**src/rtl/nlo_sched_if.sv**
```systemverilog
// nlo_sched_if
// Request/response bus between the requesters and the nlo_sched scheduler.
//   master modport : requester side (drives requests, accepts responses)
//   slave modport  : scheduler side (grants requests, returns responses)
// Signals:
//   req_valid [NREQ]       per-requester request valid
//   req_ready [NREQ]       one-hot grant/accept
//   req_op    [3*NREQ]     op code, requester i at [3i+2:3i]
//   req_qin   [WIDTH*NREQ] operand, requester i at [WIDTH*i +: WIDTH]
//   resp_valid/resp_ready  response handshake
//   resp_id   [ID_W]       index of the requester served
//   resp_data [WIDTH]      captured core result, 0 on error
//   resp_err               unsupported op
interface nlo_sched_if #(
  parameter int WIDTH = 32,
  parameter int NREQ  = 4,
  parameter int ID_W  = 2
);
  logic [NREQ-1:0]       req_valid;
  logic [NREQ-1:0]       req_ready;
  logic [3*NREQ-1:0]     req_op;
  logic [WIDTH*NREQ-1:0] req_qin;
  logic                  resp_valid;
  logic                  resp_ready;
  logic [ID_W-1:0]       resp_id;
  logic [WIDTH-1:0]      resp_data;
  logic                  resp_err;

  modport master (
    output req_valid, req_op, req_qin, resp_ready,
    input  req_ready, resp_valid, resp_id, resp_data, resp_err
  );

  modport slave (
    input  req_valid, req_op, req_qin, resp_ready,
    output req_ready, resp_valid, resp_id, resp_data, resp_err
  );
endinterface

```
**src/rtl/nlo_sched.sv**
```systemverilog
// nlo_sched
// Shares one non_lin_ops core among NREQ requesters. Requests are granted
// round-robin, one operation in flight at a time. The core is held in reset
// (state 0) except while an operation runs; the result is captured from
// core_qout in the cycle the core reaches the op's latency state, and returned
// with the requester's index as tag.
// Ports:
//   clock, reset   single clock, synchronous active-high reset
//   bus            nlo_sched_if.slave request/response bus
//   core_reset     high = core parked in state 0
//   core_op/qin    op and operand latched at accept
//   core_qout      core result
//   busy           scheduler not idle
// Optional feature (macro NLO_SCHED_STATS_EN): adds saturating counters
//   stat_ops (32), stat_err (16), stat_busy (32).
module nlo_sched #(
  parameter int WIDTH       = 32,
  parameter int NREQ        = 4,
  parameter int ID_W        = 2,
  parameter int LAT_EXP     = 8,
  parameter int LAT_GELU    = 0,
  parameter int LAT_LN      = 0,
  parameter int LAT_REQUANT = 0,
  parameter int LAT_SMAX    = 0
) (
  input  logic             clock,
  input  logic             reset,
  nlo_sched_if.slave       bus,
  output logic             core_reset,
  output logic [2:0]       core_op,
  output logic [WIDTH-1:0] core_qin,
  input  logic [WIDTH-1:0] core_qout,
  output logic             busy
`ifdef NLO_SCHED_STATS_EN
  ,
  output logic [31:0]      stat_ops,
  output logic [15:0]      stat_err,
  output logic [31:0]      stat_busy
`endif
);

  typedef enum logic [1:0] {
    IDLE = 2'd0,
    RUN  = 2'd1,
    RESP = 2'd2
  } state_t;

  state_t           state_r, state_n;
  logic [ID_W-1:0]  rr_ptr_r;
  logic [15:0]      cnt_r;
  logic [2:0]       core_op_r;
  logic [WIDTH-1:0] core_qin_r;
  logic [ID_W-1:0]  resp_id_r;
  logic [WIDTH-1:0] resp_data_r;
  logic             resp_err_r;

  logic             grant_found_s;
  logic [ID_W-1:0]  grant_idx_s;
  logic [2:0]       sel_op_s;
  logic [WIDTH-1:0] sel_qin_s;
  logic             accept_s;

  // Latency state of each op; 0 marks the op as unsupported (covers codes > 4).
  function automatic logic [15:0] op_lat(input logic [2:0] op);
    case (op)
      3'd0:    op_lat = 16'(LAT_EXP);
      3'd1:    op_lat = 16'(LAT_GELU);
      3'd2:    op_lat = 16'(LAT_LN);
      3'd3:    op_lat = 16'(LAT_REQUANT);
      3'd4:    op_lat = 16'(LAT_SMAX);
      default: op_lat = 16'd0;
    endcase
  endfunction

  // Round-robin search from rr_ptr, operand mux, next-state and grant decode.
  always_comb begin
    state_n       = state_r;
    grant_found_s = 1'b0;
    grant_idx_s   = {ID_W{1'b0}};
    sel_op_s      = 3'd0;
    sel_qin_s     = {WIDTH{1'b0}};
    // Outer loop walks priority order; inner loop keeps every bit index constant.
    for (int i = 0; i < NREQ; i++) begin
      for (int j = 0; j < NREQ; j++) begin
        if (!grant_found_s && (j == (int'(rr_ptr_r) + i) % NREQ) && bus.req_valid[j]) begin
          grant_found_s = 1'b1;
          grant_idx_s   = ID_W'(j);
        end else begin
          grant_found_s = grant_found_s;
        end
      end
    end
    for (int i = 0; i < NREQ; i++) begin
      if (grant_idx_s == ID_W'(i)) begin
        sel_op_s  = bus.req_op[3*i +: 3];
        sel_qin_s = bus.req_qin[WIDTH*i +: WIDTH];
      end else begin
        sel_op_s  = sel_op_s;
      end
    end
    accept_s = (state_r == IDLE) && grant_found_s;
    for (int i = 0; i < NREQ; i++) begin
      bus.req_ready[i] = accept_s && (grant_idx_s == ID_W'(i));
    end
    case (state_r)
      IDLE: begin
        if (grant_found_s) begin
          state_n = (op_lat(sel_op_s) == 16'd0) ? RESP : RUN;
        end else begin
          state_n = IDLE;
        end
      end
      RUN: begin
        if (cnt_r == 16'd0) begin
          state_n = RESP;
        end else begin
          state_n = RUN;
        end
      end
      RESP: begin
        if (bus.resp_ready) begin
          state_n = IDLE;
        end else begin
          state_n = RESP;
        end
      end
      default: state_n = IDLE;
    endcase
  end

  // State, pointer, latched request, latency counter and response registers.
  always_ff @(posedge clock) begin
    if (reset) begin
      state_r     <= IDLE;
      rr_ptr_r    <= {ID_W{1'b0}};
      cnt_r       <= 16'd0;
      core_op_r   <= 3'd0;
      core_qin_r  <= {WIDTH{1'b0}};
      resp_id_r   <= {ID_W{1'b0}};
      resp_data_r <= {WIDTH{1'b0}};
      resp_err_r  <= 1'b0;
    end else begin
      state_r <= state_n;
      if (accept_s) begin
        core_op_r  <= sel_op_s;
        core_qin_r <= sel_qin_s;
        resp_id_r  <= grant_idx_s;
        rr_ptr_r   <= ID_W'((int'(grant_idx_s) + 1) % NREQ);
        cnt_r      <= op_lat(sel_op_s);
        if (op_lat(sel_op_s) == 16'd0) begin
          resp_err_r  <= 1'b1;
          resp_data_r <= {WIDTH{1'b0}};
        end else begin
          resp_err_r  <= 1'b0;
        end
      end else if (state_r == RUN) begin
        // cnt reaches 0 exactly when the core sits in the op's latency state.
        if (cnt_r == 16'd0) begin
          resp_data_r <= core_qout;
        end else begin
          cnt_r <= cnt_r - 16'd1;
        end
      end
    end
  end

  assign bus.resp_valid = (state_r == RESP);
  assign bus.resp_id    = resp_id_r;
  assign bus.resp_data  = resp_data_r;
  assign bus.resp_err   = resp_err_r;
  assign core_reset     = (state_r != RUN);
  assign core_op        = core_op_r;
  assign core_qin       = core_qin_r;
  assign busy           = (state_r != IDLE);

`ifdef NLO_SCHED_STATS_EN
  logic [31:0] stat_ops_r;
  logic [15:0] stat_err_r;
  logic [31:0] stat_busy_r;
  logic        hs_s;

  assign hs_s = bus.resp_valid && bus.resp_ready;

  // Saturating activity counters.
  always_ff @(posedge clock) begin
    if (reset) begin
      stat_ops_r  <= 32'd0;
      stat_err_r  <= 16'd0;
      stat_busy_r <= 32'd0;
    end else begin
      if (hs_s && !resp_err_r && (stat_ops_r != 32'hFFFF_FFFF)) begin
        stat_ops_r <= stat_ops_r + 32'd1;
      end
      if (hs_s && resp_err_r && (stat_err_r != 16'hFFFF)) begin
        stat_err_r <= stat_err_r + 16'd1;
      end
      if (busy && (stat_busy_r != 32'hFFFF_FFFF)) begin
        stat_busy_r <= stat_busy_r + 32'd1;
      end
    end
  end

  assign stat_ops  = stat_ops_r;
  assign stat_err  = stat_err_r;
  assign stat_busy = stat_busy_r;
`endif

endmodule

```
**src/flat_wrapper.sv**
```systemverilog
// flat-port wrapper written by rule: the top's interface ports become plain ports
module nlo_sched_flat 
#(
  parameter int WIDTH       = 32,
  parameter int NREQ        = 4,
  parameter int ID_W        = 2,
  parameter int LAT_EXP     = 8,
  parameter int LAT_GELU    = 0,
  parameter int LAT_LN      = 0,
  parameter int LAT_REQUANT = 0,
  parameter int LAT_SMAX    = 0
)
  (clock, reset, core_reset, core_op, core_qin, core_qout, busy, bus_req_valid, bus_req_op, bus_req_qin, bus_resp_ready, bus_req_ready, bus_resp_valid, bus_resp_id, bus_resp_data, bus_resp_err);
  nlo_sched_if #(.WIDTH(WIDTH), .NREQ(NREQ), .ID_W(ID_W)) bus_i ();
  input  logic clock;
  input  logic reset;
  output logic core_reset;
  output logic [2:0] core_op;
  output logic [WIDTH-1:0] core_qin;
  input  logic [WIDTH-1:0] core_qout;
  output logic busy;
  input wire logic [$bits(bus_i.req_valid)-1:0] bus_req_valid;
  input wire logic [$bits(bus_i.req_op)-1:0] bus_req_op;
  input wire logic [$bits(bus_i.req_qin)-1:0] bus_req_qin;
  input wire logic [$bits(bus_i.resp_ready)-1:0] bus_resp_ready;
  output wire logic [$bits(bus_i.req_ready)-1:0] bus_req_ready;
  output wire logic [$bits(bus_i.resp_valid)-1:0] bus_resp_valid;
  output wire logic [$bits(bus_i.resp_id)-1:0] bus_resp_id;
  output wire logic [$bits(bus_i.resp_data)-1:0] bus_resp_data;
  output wire logic [$bits(bus_i.resp_err)-1:0] bus_resp_err;
  assign bus_i.req_valid = bus_req_valid;
  assign bus_i.req_op = bus_req_op;
  assign bus_i.req_qin = bus_req_qin;
  assign bus_i.resp_ready = bus_resp_ready;
  assign bus_req_ready = bus_i.req_ready;
  assign bus_resp_valid = bus_i.resp_valid;
  assign bus_resp_id = bus_i.resp_id;
  assign bus_resp_data = bus_i.resp_data;
  assign bus_resp_err = bus_i.resp_err;
  nlo_sched #(.WIDTH(WIDTH), .NREQ(NREQ), .ID_W(ID_W), .LAT_EXP(LAT_EXP), .LAT_GELU(LAT_GELU), .LAT_LN(LAT_LN), .LAT_REQUANT(LAT_REQUANT), .LAT_SMAX(LAT_SMAX)) u_core (.clock(clock), .reset(reset), .bus(bus_i), .core_reset(core_reset), .core_op(core_op), .core_qin(core_qin), .core_qout(core_qout), .busy(busy));
endmodule
```
**config.mk**
```make
export PLATFORM = sky130hd
export DESIGN_NAME = nlo_sched_flat
export DESIGN_NICKNAME = d
export VERILOG_FILES = /design/src/rtl/nlo_sched_if.sv /design/src/rtl/nlo_sched.sv /design/src/flat_wrapper.sv
export SDC_FILE = /design/constraint.sdc
export NUM_CORES = 1
export LEC_CHECK = 0
export CAP_MARGIN = 20
export CORE_MARGIN = 4
export CORE_UTILIZATION = 43
export DETAILED_ROUTE_END_ITERATION = 8
export PLACE_DENSITY = 0.95
export SLEW_MARGIN = 20
export SYNTH_ARGS = -nofsm -noshare
export SYNTH_HDL_FRONTEND = slang
export SYNTH_SLANG_ARGS = --single-unit
```
**constraint.sdc**
```tcl
create_clock -name clock -period 6.3 [get_ports clock]
set_input_delay 1.575 -clock clock [delete_from_list [all_inputs] [get_ports clock]]
set_output_delay 1.575 -clock clock [all_outputs]
set_load 0.05 [all_outputs]
```
==> results_dict.tcl <==
set metrics [dict create \
    internal-power_mw 1.650 \
    setup.worst_path.end_class "primary output" \
    critPathMaxStageDelay_ns 0.72 \
    fin_crit_sh 0.9060 \
    ir_drop_mv 0.3611 \
    max_freq_mhz 175.2 \
    vias_per_cell 5.821 \
    start_kind "input port" \
    ys_seq_area_frac 0.3824 \
    grt_pass1_wl_microns 27900 \
    overflow 0 \
    rows 37 \
    setup_ws_ns 0.5919 \
    nNetsFinal 982 \
    post_cts_buffers 0 \
    slowest_stage "clkdlybuf4s50_1" \
    seq_area_sq_um 1802 \
    fin_skew_ns 0.009581 \
    period_needed_ns 5.708 \
    drc_errors 0 \
    cts_buffer_depth 2 \
    rsz0062_at_grt "no" \
    worstSetupPathType "input port to primary output" \
    pre_cts_ws_ns 0.6273 \
    io_buffers 255 \
    placedCellCount 923 \
    grt_pass1_vias 5489 \
    postRouteAntennaNets 0 \
    die_h_microns 112.7 \
    max_cap_viol_count 0 \
    area_growth_pct 58.74 \
    crit_buf_inv 3 \
    required_ns 4.72 \
    postSynthAreaPerCell_sq_um 8.082 \
    total_power_mw 3.333 \
    root_buffer "clkbuf_8" \
    grt_max_degree 76 \
    drtIter0Drc 282 \
    gp_congestion 0.9441 \
    swShare 0.5050 \
    die_w_microns 112.7 \
    clk_latency_ns 0.36 \
    maxSlewHeadroom 0.3748 \
    wl_met1_microns 6511 \
    status "finished, final reports clean" \
    cts-hold-fix-buffers 0 \
    synth_warnings 0 \
    cts_buffers 9 \
    crit_family "buffers and inverters" \
    crit_chain "clkdlybuf4s50_1 > a21boi_0 > o22ai_1 > a21oi_1 > inv_1 > ha_1 > and2_1 > clkdlybuf4s50_1" \
    power_frac_seq 0.246 \
    crit_fanout 5 \
    num-fill-cells 752 \
    wl_microns 17940 \
    route.met3.wl_microns 1366 \
    p_comb_frac 0.633 \
    fin_cells 939 \
    path_clk_slew_ns 0.08 \
    hold_violations 0 \
    cpMostUsedCell "clkdlybuf4s50_1" \
    synth-edff-count 0 \
    core_area_sq_um 10510 \
    vias 5466 \
    critPathArrivalTime_ns 4.13 \
    yosys.cell_types.count 41 \
    cts_sinks 90 \
    antenna-diode-count 0 \
    wl_met2_microns 9372 \
    first_pass_iters 7 \
    ys_seq_elements 90 \
    clockPowerShare 0.122 \
    htreeDepth 3 \
    synthesis.nets 767 \
    synth_area_sq_um 4712 \
    top_layer "met5" \
    synthFlopType "dfxtp_1" \
    finalSetupViolations 0 \
    multiInputGateArea_sq_um 2649 \
    p_leak_nw 2.538 \
    drive_above_1_share 0.05106 \
    antenna_found_initial 1 \
    die-area_sq_um 12700 \
    io_pins 256 \
    setup_tns_ns 0 \
    grt_usage 0.2711 \
    post_cts_resize_count 0 \
    power_switching_mw 1.683 \
    routedWlPerCell_microns 19.11 \
    holdCritPathClass "flip-flop to flip-flop" \
    synthArstFlopShare 0 \
    dp_hpwl_microns 13430 \
    pwr_density_cell_nw_per_um2 445.7 \
    cts_tree "built" \
    start_util 0.4484 \
    drv_slew 0 \
    tightest_slew_ns 0.9378 \
    postSynthCellCount 583 \
]
## per-stage QoR
stage,hold WS (ns),instance area [sq um],utilization
after detailed placement,0.4470,7277,0.6925
after global routing,0.4774,7480,0.7118
after floorplan,0.4747,4712,-
after global placement,0.4443,7277,0.6925
after CTS,0.4597,7480,0.7118
final,0.4620,7480,0.7118
## synthesized netlist by cell type, types with 4 or more instances
cell type   n  area, sq um
dfxtp_1    90         1802
nor3_1     65        325.3
nor2_1     55        206.5
clkbuf_1   50        187.7
a21oi_1    47        235.2
a211oi_1   46        345.3
nand2_1    44        165.2
nor2b_1    40        250.2
a221oi_1   32        280.3
o221ai_1   32        280.3
xnor2_1    13        113.9
inv_1       7        26.28
ha_1        5        62.56
and2_1      4        25.02
buf_1       4        15.01
buf_2       4        20.02
or4_1       4        30.03
## power by group through the flow
stage               combinational, mW  sequential, mW  clock (mW)
floorplan                       0.922            1.31           0
global placement                 2.03           0.824           0
detailed placement               2.09           0.830           0
CTS                              2.10           0.818       0.412
global route                     2.24           0.836       0.437
finish                           2.11           0.819       0.405
## worst register-to-register path: stages, from the launching register on
cell and delay (ns):
dfxtp_1 0.45, mux2i_1 0.24, o22ai_1 0.10, a21oi_1 0.37, ha_2 0.27, buf_4 0.57, nor2b_1 0.27, a211oi_1 0.13
nor3_4 0.38, buf_4 0.39, nor2_1 0.11, o31a_1 0.32
## sequential cells by signal, indices dropped and copies added (netlist names)
signal                flops
u_core.core_qin          32
u_core.bus.resp_id        2
u_core.state_r            2
u_core.bus.resp_err       1
u_core.cnt_r             16
u_core.rr_ptr_r           2
u_core.bus.resp_data     32
u_core.core_op            3
## cell type report
| class | count | area share |
|---|---|---|
| Clock buffer | 10 | 0.01840 |
| Multi-Input combinational cell | 425 | 0.3541 |
| Tap cell | 136 | 0.02275 |
| Sequential cell | 90 | 0.2409 |
| Timing Repair Buffer | 265 | 0.3516 |
| Clock inverter | 6 | 0.008699 |
| Inverter | 7 | 0.003513 |
## cell usage in the layout, fill, tap and decap left out, drive strengths merged, types with 4 or more instances in the layout
cell type,count
inv,8
or4,5
nor3,67
nor2,56
or2,6
ha,5
xnor2,13
and2,4
clkbuf,10
buf,13
o221ai,32
nand2,44
a221oi,32
a211oi,46
clkdlybuf4s50,252
dfxtp,90
a21oi,47
nor4,4
nor2b,40
## cells by family after synthesis
family	share of synthesized area
DFF	0.3824
muxes	0.004249
AOI/OAI and AO/OA	0.2557
adders and majority gates	0.01328
and+or+nand+nor	0.2602
buffers and inverters	0.06001
xor gates and xnor gates	0.02416
## per-layer routing
metal	global-route usage	vias up
met3	0.07332	52
li1	-	2585
met2	0.4870	257
met4	0.1234	2
met5	0	-
met1	0.2955	2570
## path summary, 6_finish.rpt
path	from	end	slack, ns	depth (start not counted)
hold / removal	u_core.bus.resp_id[0]	u_core.bus.resp_id[0]	0.46	2
setup / recovery	bus_req_valid[1]	bus_req_ready[0]	0.59	8
setup reg to reg	u_core.rr_ptr_r[1]	u_core.state_r[1]	2.59	11
hold reg to reg	u_core.bus.resp_id[0]	u_core.bus.resp_id[0]	0.46	2
(Power assumes the default switching activity.)
